[src/rtl/shifter_pkg.sv]
// Shared encodings for the right/left shifter datapath blocks.
// Mode codes and control FSM states live here so both directions agree.
package shifter_pkg;

    localparam logic [1:0] SHMODE_LSR = 2'b00;
    localparam logic [1:0] SHMODE_ASR = 2'b01;
    localparam logic [1:0] SHMODE_ROR = 2'b10;

    typedef enum logic [1:0] {
        ST_IDLE  = 2'b00,
        ST_SHIFT = 2'b01,
        ST_DONE  = 2'b10
    } sh_state_e;

endpackage

[src/rtl/shift_step_r.sv]
// Combinational one-bit right step: logical, arithmetic or rotate.
// Mode 2'b11 falls through to rotate as an alias.
module shift_step_r
    import shifter_pkg::*;
#(
    parameter int WIDTH = 8
) (
    input  logic [WIDTH-1:0] r,
    input  logic [1:0]       mode,
    output logic [WIDTH-1:0] r_next
);

    always_comb begin
        r_next = r;
        case (mode)
            SHMODE_LSR: r_next = {1'b0, r[WIDTH-1:1]};
            SHMODE_ASR: r_next = {r[WIDTH-1], r[WIDTH-1:1]};
            default:    r_next = {r[0], r[WIDTH-1:1]};
        endcase
    end

endmodule

[src/rtl/seq_right_shifter.sv]
// Multi-cycle right shifter/rotator, one bit per clock,
// with valid/ready on both sides and a held result.
module seq_right_shifter
    import shifter_pkg::*;
#(
    parameter int WIDTH = 8,
    parameter int AMT_W = $clog2(WIDTH)
) (
    input  logic             clk,
    input  logic             rst,
    input  logic             in_valid,
    output logic             in_ready,
    input  logic [WIDTH-1:0] d_in,
    input  logic [1:0]       shift_mode,
    input  logic [AMT_W-1:0] shift_amount,
    output logic             out_valid,
    input  logic             out_ready,
    output logic [WIDTH-1:0] d_out,
    output logic             busy
);

    sh_state_e        state_q, state_d;
    logic [AMT_W-1:0] count_q, count_d;
    logic [1:0]       mode_q, mode_d;
    logic [WIDTH-1:0] work_q, work_d;
    logic [WIDTH-1:0] d_out_q, d_out_d;
    logic             in_ready_q, in_ready_d;
    logic             out_valid_q, out_valid_d;
    logic             busy_q, busy_d;
    logic [WIDTH-1:0] step_r;

    shift_step_r #(.WIDTH(WIDTH)) u_step (
        .r      (work_q),
        .mode   (mode_q),
        .r_next (step_r)
    );

    always_comb begin
        state_d     = state_q;
        count_d     = count_q;
        mode_d      = mode_q;
        work_d      = work_q;
        d_out_d     = d_out_q;
        in_ready_d  = in_ready_q;
        out_valid_d = out_valid_q;
        busy_d      = busy_q;
        case (state_q)
            ST_IDLE: begin
                if (in_valid && in_ready_q) begin
                    mode_d     = shift_mode;
                    work_d     = d_in;
                    count_d    = shift_amount;
                    in_ready_d = 1'b0;
                    busy_d     = 1'b1;
                    if (shift_amount == '0) begin
                        state_d     = ST_DONE;
                        d_out_d     = d_in;
                        out_valid_d = 1'b1;
                    end else begin
                        state_d = ST_SHIFT;
                    end
                end
            end
            ST_SHIFT: begin
                work_d  = step_r;
                count_d = count_q - AMT_W'(1);
                // Last step lands straight in the output register.
                if (count_q == AMT_W'(1)) begin
                    state_d     = ST_DONE;
                    d_out_d     = step_r;
                    out_valid_d = 1'b1;
                end
            end
            ST_DONE: begin
                if (out_ready) begin
                    state_d     = ST_IDLE;
                    out_valid_d = 1'b0;
                    in_ready_d  = 1'b1;
                    busy_d      = 1'b0;
                end
            end
            default: begin
                state_d     = ST_IDLE;
                out_valid_d = 1'b0;
                in_ready_d  = 1'b1;
                busy_d      = 1'b0;
            end
        endcase
    end

    always_ff @(posedge clk or negedge rst) begin
        if (!rst) begin
            state_q     <= ST_IDLE;
            count_q     <= '0;
            mode_q      <= '0;
            work_q      <= '0;
            d_out_q     <= '0;
            in_ready_q  <= 1'b1;
            out_valid_q <= 1'b0;
            busy_q      <= 1'b0;
        end else begin
            state_q     <= state_d;
            count_q     <= count_d;
            mode_q      <= mode_d;
            work_q      <= work_d;
            d_out_q     <= d_out_d;
            in_ready_q  <= in_ready_d;
            out_valid_q <= out_valid_d;
            busy_q      <= busy_d;
        end
    end

    assign in_ready  = in_ready_q;
    assign out_valid = out_valid_q;
    assign d_out     = d_out_q;
    assign busy      = busy_q;

endmodule

[config.mk]
export PLATFORM = sky130hd
export DESIGN_NAME = seq_right_shifter
export DESIGN_NICKNAME = d
export VERILOG_FILES = /design/src/rtl/shifter_pkg.sv /design/src/rtl/shift_step_r.sv /design/src/rtl/seq_right_shifter.sv
export SDC_FILE = /design/constraint.sdc
export NUM_CORES = 1
export LEC_CHECK = 0
export CORE_MARGIN = 1
export CORE_UTILIZATION = 50
export DETAILED_ROUTE_END_ITERATION = 10
export GPL_ROUTABILITY_DRIVEN = 0
export PLACE_DENSITY = 0.74
export SKIP_CTS_REPAIR_TIMING = 1
export SLEW_MARGIN = 25
export SYNTH_ARGS = -nofsm -noshare
export SYNTH_HDL_FRONTEND = slang
export SYNTH_SLANG_ARGS = --single-unit
[constraint.sdc]
create_clock -name clk -period 2 [get_ports clk]
set_input_delay 0.3 -clock clk [delete_from_list [all_inputs] [get_ports clk]]
set_output_delay 0.3 -clock clk [all_outputs]
set_load 0.1 [all_outputs]
==> flow_metrics.tcl <==
set metrics [dict create \
    clock_path_buffers 2 \
    drt_pass1_iterations 4 \
    final_setup_margin_ns 0.233 \
    ctsHtreeMaxLevel 1 \
    post-place-ws_ns -0.0193 \
    finalHoldViolCount 0 \
    floorplan.die_area_mm2 0.00288 \
    multi_input_comb_area_um2 616 \
    tritoncts.num_buffers 3 \
    ys_ff_latch 26 \
    critical_path_arrival_ns 2.03 \
    core.rowCount 18 \
    max_freq_mhz 566 \
    required_time_reported_for_the_critical_path_endpoint_ns 2.26 \
    cell_class_contributing_the_biggest_share_of_worst_path_delay "flip-flops" \
    worst-path-max-fanout 11 \
    design_area_mm2 0.00167 \
    wire_length_of_the_first_global_routing_pass_um 4220 \
    avgRoutedWirePerCell_um 15.7 \
    crit_path_start_kind "flip-flop" \
    async_reset_ff_share_pct 100 \
    clock_insertion_delay_worst_skew_ns 0.33 \
    first_global_vias 898 \
    grt_max_degree 27 \
    net_count_final 159 \
    drt-initial-drc-count 18 \
    cts-root-buf "sky130_fd_sc_hd__clkbuf_4" \
    die_x_um 53.7 \
    cp_cell_sequence "nand4bb_1 -> o22ai_4 -> buf_4 -> mux2i_1" \
    grt_overflow 0 \
    via_count_normalized_by_instance_count 5.57 \
    height_of_the_die_um 53.7 \
    ys_warn_count 0 \
    num_io_pins 28 \
    synthesized_area_per_cell_um2 12.4 \
    hold_slack_ns 0.309 \
    globalRouteTotalUtil_pct 21.0 \
    num-fill-cells 195 \
    syn_to_final_growth_pct 25.2 \
    finalCoreUtilization_pct 66.9 \
    synth_flop_cell "sky130_fd_sc_hd__dfrtp_1" \
    yosysSeqAreaShare_pct 48.8 \
    grt_antenna_before_repair 0 \
    cts_num_sinks 26 \
    drt-total-wl_um 2650 \
    critical_path.n_buffers_inverters 1 \
    cap_violations 0 \
    placedInstanceArea_mm2 0.00162 \
    critPathMaxStageDelay_ns 0.53 \
    crit_start "state_q[1]$_DFFE_PN0P_" \
    run_status "complete, no violations" \
    critPathCaptureType "flip-flop" \
    unrepaired_setup_endpoints_after_global_routing "false" \
    setup_viol_count_final 0 \
    routed-via-count 941 \
    worst_slew_pin_slew_ns 0.409 \
    ff_latch_area_um2 652 \
    post_synth_inst_count 108 \
    antenna_left 0 \
    antenna_cells 0 \
    slowest_stage "sky130_fd_sc_hd__dfrtp_1" \
    slew-limit-headroom_pct 72.7 \
    floorplan.initialDensity_pct 53.5 \
    layout-drive-gt1-share_pct 33.8 \
    clk_transition_reported_paths_ns 0.14 \
    place.detailed.hpwl_um 2010 \
    min_period_over_period_pct 88.4 \
    route.detailed.drc 0 \
    place.port_buffers 27 \
    synth_cell_types 37 \
    crit_type "reg -> reg" \
    coreArea_mm2 0.00250 \
    fin_crit_ns 1.77 \
    tritoncts "built" \
    worstHoldPathType "in -> async" \
    syn_area_mm2 0.00134 \
    slew_violations 0 \
    final_clock_skew_ns 0.00484 \
    syn_nets 127 \
    timing.rr.start "state_q[1]$_DFFE_PN0P_" \
    count_of_flip_flops_with_a_built_in_enable_after_synthesis 0 \
]
worst paths after layout:
path                                          endpoint  slack [ns]  depth (start not counted)
worst max-delay path              d_out[6]$_DFFE_PN0P_        0.23                          4
worst min-delay path            count_q[2]$_DFFE_PN0P_        0.31                          2
worst max register to register    d_out[6]$_DFFE_PN0P_        0.23                          4
worst min register to register        busy$_DFFE_PN0P_        0.52                          1
max in group asynchronous         in_ready$_DFFE_PN1P_        1.40                          2
min in group clk                 mode_q[1]$_DFFE_PN0P_        0.48                          3
registers in the layout, indices dropped and copies added (netlist names):
| register | count |
|---|---|
| busy | 1 |
| in_ready | 1 |
| mode_q | 2 |
| count_q | 3 |
| work_q | 8 |
| state_q | 2 |
| d_out | 8 |
| out_valid | 1 |
cell families (layout without fill, tap and decap cells):
group	Yosys count	after routing	synth area share [%]
mux	21	21	19.2
xor+xnor	1	1	0.656
buf+inv	11	42	5.15
compound gates	19	19	11.6
fa+ha+maj	2	2	1.87
flops	26	26	48.8
simple gates	28	28	12.7
stage by stage:
| stage | instances | TNS, ns |
|---|---|---|
| final | 169 | 0 |
| after detailed placement | 165 | -0.0193 |
| after global routing | 169 | 0 |
| after floorplan | 108 | 0 |
| after CTS | 169 | 0 |
| after global placement | 165 | 0 |
per-layer routing:
metal	track usage (%)	share of wire, %	up-vias
li1	-	-	449
met1	28.2	47	467
met2	32.5	47	21
met3	3.67	3.4	4
met4	10.1	2.3	0
met5	0	0	-
worst register-to-register path: cells and delay by family, from the launching register on:
family | cells | cell delay (ns)
and+or+nand+nor | 1 | 0.39
DFF | 1 | 0.53
buffers and inverters | 1 | 0.21
AOI/OAI and AO/OA | 1 | 0.39
muxes | 1 | 0.18
layout make-up:
cell class / count / share of cell area, %
Clock buffer: 3 / 1.35
Clock inverter: 1 / 1.80
Inverter: 6 / 1.35
Timing Repair Buffer: 32 / 17.5
Multi-Input combinational cell: 71 / 36.8
Tap cell: 30 / 2.24
Sequential cell: 26 / 39.0
cells in the final DEF, fill, tap and decap left out, types with 3 or more instances in the layout:
cell type	instances
sky130_fd_sc_hd__mux2_4	6
sky130_fd_sc_hd__inv_1	6
sky130_fd_sc_hd__o21ai_0	3
sky130_fd_sc_hd__clkdlybuf4s50_1	16
sky130_fd_sc_hd__buf_4	15
sky130_fd_sc_hd__dfrtp_1	25
sky130_fd_sc_hd__nand2_1	11
sky130_fd_sc_hd__nor2_1	4
sky130_fd_sc_hd__clkbuf_4	3
sky130_fd_sc_hd__mux2_2	13
Yosys cell counts, types with 2 or more instances:
master	n	area share (%)
sky130_fd_sc_hd__dfrtp_1	25	47
sky130_fd_sc_hd__mux2_2	13	11
sky130_fd_sc_hd__nand2_1	11	3.1
sky130_fd_sc_hd__inv_1	6	1.7
sky130_fd_sc_hd__mux2_4	6	6.7
sky130_fd_sc_hd__nor2_1	4	1.1
sky130_fd_sc_hd__buf_6	3	2.5
sky130_fd_sc_hd__o21ai_0	3	1.1
sky130_fd_sc_hd__a21oi_1	2	0.75
sky130_fd_sc_hd__a221oi_1	2	1.3
sky130_fd_sc_hd__ha_1	2	1.9
sky130_fd_sc_hd__mux2i_1	2	1.5
sky130_fd_sc_hd__nand3_1	2	0.75
sky130_fd_sc_hd__nor2b_1	2	0.94
sky130_fd_sc_hd__o211ai_1	2	1.1
sky130_fd_sc_hd__o31ai_1	2	1.1
Power is not shown: default switching activity piles up to over one toggle a cycle in this logic, so the estimate is an artifact.
